--- src/rtl/serial_subtractor.sv ---
// Bit-serial ripple-borrow subtractor: diff = a - b - bin, one bit per clock, LSB first.
// A single full-subtractor cell and a borrow flop are reused for WIDTH cycles behind a start/busy/done handshake.
module serial_subtractor #(
  parameter int WIDTH = 4
) (
  input  logic             clk,
  input  logic             rst,
  input  logic             start,
  input  logic [WIDTH-1:0] a,
  input  logic [WIDTH-1:0] b,
  input  logic             bin,
  output logic             busy,
  output logic             done,
  output logic [WIDTH-1:0] diff,
  output logic             bout
);

  localparam int CW = ($clog2(WIDTH + 1) < 1) ? 1 : $clog2(WIDTH + 1);

  localparam logic [1:0] IDLE = 2'd0;
  localparam logic [1:0] RUN  = 2'd1;
  localparam logic [1:0] DONE = 2'd2;

  localparam logic [CW-1:0] LAST = CW'(WIDTH - 1);

  logic [1:0]       state;
  logic [WIDTH-1:0] a_sr;
  logic [WIDTH-1:0] b_sr;
  logic [WIDTH-1:0] res;
  logic [WIDTH-1:0] res_next;
  logic             borrow;
  logic [CW-1:0]    count;
  logic             x;
  logic             y;
  logic             d;
  logic             bo;

  assign x  = a_sr[0];
  assign y  = b_sr[0];
  assign d  = x ^ y ^ borrow;
  assign bo = (~x & y) | (~(x ^ y) & borrow);

  // New bits enter at the MSB so that after WIDTH shifts bit 0 sits at position 0.
  generate
    if (WIDTH == 1) begin : g_narrow
      assign res_next = d;
    end else begin : g_wide
      assign res_next = {d, res[WIDTH-1:1]};
    end
  endgenerate

  always_ff @(posedge clk) begin
    if (rst) begin
      state  <= IDLE;
      a_sr   <= '0;
      b_sr   <= '0;
      res    <= '0;
      borrow <= 1'b0;
      count  <= '0;
      diff   <= '0;
      bout   <= 1'b0;
    end else begin
      case (state)
        IDLE, DONE: begin
          if (start) begin
            a_sr   <= a;
            b_sr   <= b;
            borrow <= bin;
            res    <= '0;
            count  <= '0;
            state  <= RUN;
          end else begin
            state <= IDLE;
          end
        end
        RUN: begin
          a_sr   <= a_sr >> 1;
          b_sr   <= b_sr >> 1;
          borrow <= bo;
          res    <= res_next;
          count  <= count + CW'(1);
          // diff/bout only move on the completing edge so they hold the last result during RUN.
          if (count == LAST) begin
            diff  <= res_next;
            bout  <= bo;
            state <= DONE;
          end
        end
        default: state <= IDLE;
      endcase
    end
  end

  assign busy = (state == RUN);
  assign done = (state == DONE);

endmodule

--- config.mk ---
export PLATFORM = sky130hd
export DESIGN_NAME = serial_subtractor
export DESIGN_NICKNAME = d
export VERILOG_FILES = /design/src/rtl/serial_subtractor.sv
export SDC_FILE = /design/constraint.sdc
export NUM_CORES = 1
export LEC_CHECK = 0
export ABC_CLOCK_PERIOD_IN_PS = 1300
export BUFFER_PORTS_ARGS = -buffer_cell sky130_fd_sc_hd__buf_2
export CAP_MARGIN = 20
export CORE_AREA = 2 2 49 51
export DETAILED_ROUTE_END_ITERATION = 10
export DIE_AREA = 0 0 51 53
export HOLD_SLACK_MARGIN = 0.02
export PLACE_DENSITY = 0.69
export SLEW_MARGIN = 10
export SYNTH_ARGS = -nofsm -noshare
export SYNTH_HDL_FRONTEND = slang
export SYNTH_SLANG_ARGS = --single-unit
--- constraint.sdc ---
create_clock -name clk -period 1.3 [get_ports clk]
set_clock_uncertainty 0.05 [all_clocks]
set_input_delay 0.195 -clock clk [delete_from_list [all_inputs] [get_ports clk]]
set_output_delay 0.195 -clock clk [all_outputs]
set_load 0.01 [all_outputs]
* Word level (Yosys, flattened, before mapping) *
Cells that the tools add are included.

word-level totals
  register bits = 23
  input port bits = 12

operators by class
  add/subtract/negate cells = 1
  equality and inequality tests = 5
  multiplexer cells = 13
  bitwise operators = 7
  reductions and logical operators = 5

operators with widths
  kind                   count
  $pmux W4 S2            3
  $mux W4                3
  $pmux W3 S2            1
  $pmux W2 S2            1
  $reduce_and A2 Y1      2
  $add A3 B1 Y3 const B  1
  $eq A3 B2 Y1 const B   1
  $mux W3                1
  $and A1 B1 Y1          2
  $eq A2 B1 Y1 const B   1
  $eq A2 B2 Y1 const B   1
  $logic_not A2 Y1       1
  $mux W1                2
  $mux W2                1
  $ne A2 B1 Y1 const B   1
  $ne A2 B2 Y1 const B   1
  $not A1 Y1             2
  $pmux W1 S2            1
  $reduce_bool A2 Y1     1
  $reduce_or A2 Y1       1
  $xor A1 B1 Y1          2
  $or A1 B1 Y1           1

* Longest topological paths before layout *
Gate-level depths: netlist of the first run.

  word-level depth = 5
  depth in mapped cells = 6

* Worst setup path after synthesis of the first run *
No wires, ideal clock.

  kind = register to register
  start point = register count[0]
  end point = register diff[0]
  arrival = 1.125 ns
  required time = 1.179 ns
  path slack = 0.054 ns
  cell stages (with the launch flop) = 7
  clock period less this slack = 1.246 ns
  cell sequence = dfxtp_1 > ha_1 > ha_1 > buf_2 > nand3b_1 > nand2_1 > a21oi_1

between the ends
  longest elaborated chain between the ends = 2

RTL lines
  item                                RTL line  source
  start, declared                     32        logic [CW-1:0] count;
  start signal, assigned              81        count <= count + CW'(1);
  $eq A3 B2 Y1                        83        if (count == LAST) begin
  $reduce_and A2 Y1 (no source line)  --
  end signal, assigned                84        diff <= res_next;
  end, declared                       14        output logic [WIDTH-1:0] diff,

Every way passes these cells.
A chain may end at the register's enable or synchronous reset.

* Final worst setup path of the first run *
  start point = register state[1]
  end point = output busy

between the ends
  longest elaborated chain between the ends = 1

RTL lines
  item                    RTL line  source
  start, declared         26        logic [1:0] state;
  start signal, assigned  54        state <= IDLE;
  start signal, assigned  71        state <= RUN;
  start signal, assigned  73        state <= IDLE;
  $eq A2 B1 Y1            94        assign busy = (state == RUN);
  end, declared           12        output logic busy,

Every way passes these cells.

==> impl_metrics.ini, run 1 <==
[floorplan]
rows = 17
pin_count = 19
initial_core_util = 0.447
die_width_um = 51
die_h_um = 53
dieArea_um2 = 2700
core_um2 = 2150

[clocking]
clkTransAtPathRegs_ns = 0.13
clk_latency_ns = 0.31
cts.htree.levels = 1
clock_sinks = 22
cts-root-buf = clkbuf_4
cts_tree = yes
numCtsBuffers = 3
cts_hold_buf = 0
clockBufferDepth = 2

[power_and_ir_drop]
p_leak_nw = 0.465
cellPowerDensity_nw_per_um2 = 1250
p_int_mw = 1.11
p_sw_uw = 341
power_frac_seq = 0.506
clkPwrFrac = 0.362
vdd_drop_max_mv = 0.906
combPwrFrac = 0.131
p_sw_frac = 0.235

[grt]
antenna_found_initial = 0
overflow = 0
grt_max_degree = 24
grt_pass1_vias = 750
grt.total_usage = 0.153
grt_pass1_wl_um = 3060

[logic_synthesis]
synth_edf_count = 0
yosysTopAreaCellShare = 0.458
async_flop_share = 0
syn_avg_cell_area_um2 = 8.58
synthTopCellsByArea = dfxtp_1, nand2_1, a21oi_1
synth_nets = 127
yosys_most_used_dff = dfxtp_1
netlist_instances = 112
synth_top_area_cell = dfxtp_1
ys_ff_latch = 22
ys_seq_area_frac = 0.458
netlist_top_cells_count = dfxtp_1, nand2_1, a21oi_1, nand3_1, nor2_1
synth_area_um2 = 961
synth.yosys.warnings = 0
synth_cell_types = 20

[placement]
place_area_um2 = 1070
dp.cells = 155
port_buffers = 18
dp_hpwl_um = 1260
place_congestion = 0.763

[setup_path]
crit_type = reg2out
r2r_end = borrow
cp_max_fo = 3
reg2reg_from = b_sr[0]
worstPathArrival_ns = 0.99
r2r_slack_ns = 0.08
crit_chain = nand2b_4 > inv_4 > buf_2
end_kind = output port
cp-start-kind = flop
cp_slowest_cell = dfxtp_2
critPathMaxStageDelay_ns = 0.35
crit_required_ns = 1.05
reg2reg_depth = 4
crit_start = state[1]

[cells_and_area]
instances_no_fill = 160
final_nets = 148
final_util = 0.541
fin_area_um2 = 1160
diodes = 0
synthToLayoutAreaGrowth_pct = 21.0
drive_above_1_share = 0.311

[drt]
drc_errors = 0
vias = 804
wl_per_cell_um = 11.8
dr.pass1.iters = 2
first_iter_violations = 10
routed_wl_um = 1890
vias_per_cell = 5.03
ant_nets = 0

[timing]
fmax_mhz = 808
hold_viol = 0
slew_violations = 0
rsz0062_at_grt = no
slew_headroom = 0.722
fin_crit_sh = 0.952
hold_ws_ns = 0.0651
layout_min_cycle_time_ns = 1.24
setup_tns_ns = 0
finalSetupViolations = 0
worst_slew_pin_slew_ns = 0.417

[run]
drv_cap = 0

[hold_path]
whs_path_depth = 3
min_path_type = in2reg
min_to = a_sr[3]
hp-start = a[3]

[outcome]
outcome = finished, final reports clean
[worst max path at each step]
| stage | end | slack [ns] | cells past startpoint |
|---|---|---|---|
| floorplan | diff[0] | 0.05 | 6 |
| global placement | state[0] | 0.08 | 5 |
| detailed placement | diff[1] | 0.01 | 5 |
| CTS | busy | 0.03 | 3 |
| global route | diff[1] | 0.008 | 5 |
| finish | busy | 0.06 | 3 |
[layer usage]
layer	up-vias	GRT usage	part of all wire
met1	369	0.176	0.45
met3	2	0.0254	0.030
met2	13	0.271	0.51
met4	0	0.0811	0.0069
li1	420	-	-
met5	-	0	0
[worst max-delay path: cells and delay by family, from the launching register on]
kind / cells / cell delay, ns
buffers and inverters: 2 / 0.17
AND/OR/NAND/NOR: 1 / 0.16
flip-flops: 1 / 0.35
[layout by cell type, fill, tap and decap left out, types with 5 or more instances in the layout]
master     n
nand3_1   13
a21oi_1   13
dfxtp_1   17
buf_4      7
a311oi_1   6
buf_2     18
dfxtp_2    5
nor2_1     8
nand2_1   22
[state kept, by name, summed over array words and instances (netlist names)]
signal and flops:
a_sr 4, count 3, state 2, bout 1
b_sr 4, res 3, borrow 1, diff 4
[cells by family after synthesis]
| group | count (synthesis) | synth area share |
|---|---|---|
| simple gates | 50 | 0.232 |
| compound gates | 23 | 0.160 |
| flops | 22 | 0.458 |
| buf+inv | 14 | 0.103 |
| fa+ha+maj | 3 | 0.0469 |
[timing repair]
item                       4_1_cts  5_1_grt
gates resized for setup          4        7
pin swaps                        1        2
setup endpoints to repair        2        6
buffers inserted                 1        0
[power by group through the flow]
stage / logic, mW / registers, mW / clock network (mW)
after floorplan: 0.147 / 0.739 / 0
after global placement: 0.180 / 0.744 / 0
after detailed placement: 0.184 / 0.745 / 0
after CTS: 0.191 / 0.732 / 0.536
after global routing: 0.215 / 0.738 / 0.557
final: 0.190 / 0.734 / 0.525
[stage by stage]
stage	total power, mW	setup slack (ns)
2_1_floorplan	0.887	0.0542
3_3_place_gp	0.924	0.0847
3_5_place_dp	0.929	0.0114
4_1_cts	1.46	0.0314
5_1_grt	1.51	0.00802
6_report	1.45	0.0623
[final cells by class]
class                      instances  area (µm²)
multi-input combinational         76         448
clock buffer                       3        22.5
tap                               28        35.0
timing repair buffer              26         163
inverter                           4        17.5
clock inverter                     1        30.0
fill                             211         986
sequential                        22         447
Note: power is estimated with default switching activity, not from simulation.
==> inputs of run 2 (changes only) <==
Settings changed: CORE_AREA 2 2 49 51 to 2 2 50 52, DIE_AREA 0 0 51 53 to 0 0 52 54, PLACE_DENSITY 0.69 to 0.67.
==> run 2 against run 1 <==
Routed wire length fell by 2.4%. Clock power fell by 42%. Critical path depth rose by 2. Sequential share of layout area rose by 1.1 points. Setup slack got worse by 0.023 ns. Via count fell by 0.75%. First-iteration DRC count fell by 30%. Count of clock-buffer cells in the layout did not move. Sequential power barely moved. Register-to-register slack got worse by 0.04 ns. Critical endpoint is now state[1].
==> impl_metrics.ini, run 2 (synthesis results as in run 1) <==
[outcome]
outcome = finished, final reports clean

[setup_path]
crit_required_ns = 1.49
critPathMaxStageDelay_ns = 0.35
crit_buf_inv = 1
crit_type = reg2reg
cp_slowest_cell = dfxtp_1
cp-start-kind = flop
worstPathArrival_ns = 1.46
cp_max_fo = 5
end_kind = flop
crit_family = adder cells
crit_chain = ha_2 > ha_4 > nand3b_1 > buf_4 > nor2_1

[cells_and_area]
final_nets = 147
layout_commonest_cell = nand2_1
diodes = 0
drive_above_1_share = 0.285
fin_area_um2 = 1120
top_regs = a_sr: 4 flops, b_sr: 4 flops, diff: 4 flops
synthToLayoutAreaGrowth_pct = 16.9
final_util = 0.484
mostFrequentLayoutCells = nand2_1, dfxtp_1, buf_2

[power_and_ir_drop]
vdd_drop_max_mv = 0.677
cellPowerDensity_nw_per_um2 = 1090
p_leak_nw = 0.442
p_total_mw = 1.23

[timing]
hold_viol = 0
worst_slew_pin_slew_ns = 0.405
slew_headroom = 0.730
slew_violations = 0
fin_crit_sh = 0.969
fmax_mhz = 793
layout_min_cycle_time_ns = 1.26
worst_slack_ns = 0.0397
finalSetupViolations = 0
rsz0062_at_grt = yes

[grt]
grt_pass1_wl_um = 3060
grt.total_usage = 0.151
grt_pass1_vias = 709
antenna_found_initial = 0
grt_max_degree = 23
overflow = 0

[floorplan]
rows = 18
initial_core_util = 0.414
pin_count = 19
dieArea_um2 = 2810
die_h_um = 54
core_um2 = 2320
die_width_um = 52

[placement]
dp_hpwl_um = 1260
place_area_um2 = 1060
place_congestion = 0.748
port_buffers = 18
place_ws_ns = -0.0203

[clocking]
clockBufferDepth = 2
numCtsBuffers = 3
clock_sinks = 22
cts-root-buf = clkbuf_4
clk_latency_ns = 0.30
cts_hold_buf = 0
clkTransAtPathRegs_ns = 0.12
cts_tree = yes
cts.htree.levels = 1

[drt]
vias = 798
routed_wl_um = 1840
wl_per_cell_um = 11.5
drc_errors = 0
vias_per_cell = 4.99
first_iter_violations = 7
ant_nets = 0
dr.pass1.iters = 4

[hold_path]
min_path_type = in2reg

[run]
drv_cap = 0
## run 2: metrics by stage
step	setup TNS (ns)	std cells	hold slack [ns]
after floorplan	0	112	0.213
after global placement	0	155	0.387
after detailed placement	-0.0704	155	0.395
after CTS	0	159	0.0577
after global routing	-0.0385	160	0.0807
final	0	160	0.0642
## run 2: timing repair
item,4_1_cts,5_1_grt
setup buffers,1,1
resized for setup,2,7
endpoints found under the setup margin,5,8
pin swaps,1,1
## run 2: final cells by class
cell class	count	area, µm²
inverters	4	17.5
well taps	30	37.5
flip-flops and latches	22	444
clock buffers	3	22.5
repair buffers	25	155
fillers	235	1200
multi-input cells	76	447
## run 2: final timing paths
path,start,endpoint,slack (ns),cells past startpoint
setup / recovery,count[1],state[1],0.04,5
hold / removal,a[3],a_sr[3],0.06,3
setup reg to reg,count[1],state[1],0.04,5
hold reg to reg,diff[0],diff[0],0.41,2
## run 2: power breakdown
group | switching, mW | internal [mW] | leakage (nW) | total [mW]
registers | 0.0220 | 0.710 | 0.181 | 0.732
clock network | 0.194 | 0.108 | 0.0138 | 0.302
logic | 0.106 | 0.0876 | 0.247 | 0.193
## run 2: metal layers
metal	wire [µm]	global-route usage	vias to the layer above	part of all wire
met5	0	0	-	0
met4	36	0.0789	0	0.020
met3	72	0.0333	4	0.039
met2	879	0.249	16	0.48
met1	856	0.183	364	0.46
li1	-	-	414	-
## run 2: worst min-delay path: cells and delay by family
family                 cells  cell delay (ns)
AOI/OAI and AO/OA          1             0.05
buffers and inverters      1             0.09
and+or+nand+nor            1             0.04
==> inputs of run 3 (changes only) <==
--- a/constraint.sdc
+++ b/constraint.sdc
@@ -3,3 +3,3 @@
 set_input_delay 0.195 -clock clk [delete_from_list [all_inputs] [get_ports clk]]
 set_output_delay 0.195 -clock clk [all_outputs]
-set_load 0.01 [all_outputs]
+set_load 0.1 [all_outputs]
==> run 3 against run 2 <==
The run now ends with negative setup slack left. Final cell count grew 1.9%. Sequential share of layout area shrank 3.9 points. Register-to-register slack lost 0.02 ns. Routed wire length grew 7.3%. Non-clock buffer count grew 3. Utilization grew 6.0 points. Sequential power is essentially flat. Setup slack lost 0.040 ns. Die area is the same. Clock power is essentially flat. Critical path depth shrank 2. Critical endpoint is now busy. Largest cell class unchanged.
==> impl_metrics.ini, run 3 (synthesis results as in run 1) <==
[placement]
dp_hpwl_um = 1350
place_ws_ns = 0.00511
place_congestion = 0.795
port_buffers = 18

[timing]
worst_slack_ns = -0.000464
hold_viol = 0
layout_min_cycle_time_ns = 1.30
rsz0062_at_grt = yes
slew_headroom = 0.732
finalSetupViolations = 1
slew_violations = 0
worst_slew_pin_slew_ns = 0.402
fmax_mhz = 769
fin_crit_sh = 1.00

[outcome]
outcome = complete, but fails checks
violations = negative setup slack

[power_and_ir_drop]
vdd_drop_max_mv = 0.676
cellPowerDensity_nw_per_um2 = 1010
clkPwrFrac = 0.239
combPwrFrac = 0.184
p_total_mw = 1.27
power_frac_seq = 0.577
p_sw_frac = 0.275
p_sw_uw = 350
p_int_uw = 921
p_leak_nw = 0.478

[setup_path]
end_kind = output port
cp-start-kind = flop
crit_type = reg2out
worstPathArrival_ns = 1.06
r2r_slack_ns = 0.02
cp_max_fo = 4
crit_required_ns = 1.05

[clocking]
cts.htree.levels = 1
clkTransAtPathRegs_ns = 0.12
cts-root-buf = clkbuf_4
clk_latency_ns = 0.30
clockBufferDepth = 2
clock_sinks = 22
numCtsBuffers = 3
cts_hold_buf = 0
cts_tree = yes

[floorplan]
die_width_um = 52
die_h_um = 54
rows = 18
dieArea_um2 = 2810
initial_core_util = 0.414
core_um2 = 2320
pin_count = 19

[drt]
vias_per_cell = 5.12
routed_wl_um = 1980
drc_errors = 0
ant_nets = 0
first_iter_violations = 13
vias = 835
wl_per_cell_um = 12.1
dr.pass1.iters = 4

[grt]
antenna_found_initial = 0
grt_pass1_wl_um = 3220
overflow = 0
grt.total_usage = 0.163
grt_max_degree = 23
grt_pass1_vias = 753

[cells_and_area]
drive_above_1_share = 0.323
diodes = 0
final_nets = 150
layout_commonest_cell = nand2_1
top_regs = a_sr: 4 flops, b_sr: 4 flops, diff: 4 flops
synthToLayoutAreaGrowth_pct = 31.4
mostFrequentLayoutCells = nand2_1, dfxtp_1, a21oi_1
final_util = 0.544

[hold_path]
min_path_type = in2reg

[run]
drv_cap = 0
[run 3: critical path, stage by stage (launching register included)]
cell	delay [ns]
dfxtp_2	0.35
nand2b_4	0.16
inv_4	0.08
buf_12	0.17
[run 3: worst paths after layout]
kind              startpoint      end  depth (start not counted)
setup / recovery    state[1]     busy                          3
hold / removal          b[3]  b_sr[3]                          3
setup reg to reg     b_sr[0]   borrow                          4
hold reg to reg      b_sr[3]  b_sr[3]                          2
[run 3: repair_timing]
action,CTS,global route
endpoints found under the setup margin,7,10
resized for setup,4,8
buffers inserted,1,2
pin swaps,1,2
[run 3: power by group through the flow]
stage               Combinational, mW  Clock (mW)  Sequential, mW
floorplan                       0.166           0           0.741
global placement                0.209           0           0.744
detailed placement              0.216           0           0.746
finish                          0.234       0.304           0.734
CTS                             0.223       0.306           0.732
global route                    0.259       0.345           0.739
[run 3: area by class of cell]
class / instances / area, µm²
clock buffer: 3 / 22.5
fill: 206 / 1060
inverter: 4 / 17.5
multi-input combinational: 76 / 452
sequential: 22 / 450
tap: 30 / 37.5
timing repair buffer: 28 / 283
[run 3: per-stage QoR]
step                      area [µm²]  hold slack, ns  std cells  setup TNS (ns)
final                           1260          0.0625        163       -0.000464
after global routing            1260          0.0731        163          -0.150
after CTS                       1220          0.0688        161         -0.0102
after detailed placement        1180           0.396        157               0
after global placement          1180           0.386        157               0
after floorplan                  965           0.205        112         -0.0815
[run 3: metal layers]
layer  vias up  part of all wire  GRT usage
met2        22              0.50      0.281
met5         -                 0          0
met4         0             0.034      0.101
met3         8             0.043     0.0444
met1       386              0.42      0.178
li1        419                 -          -
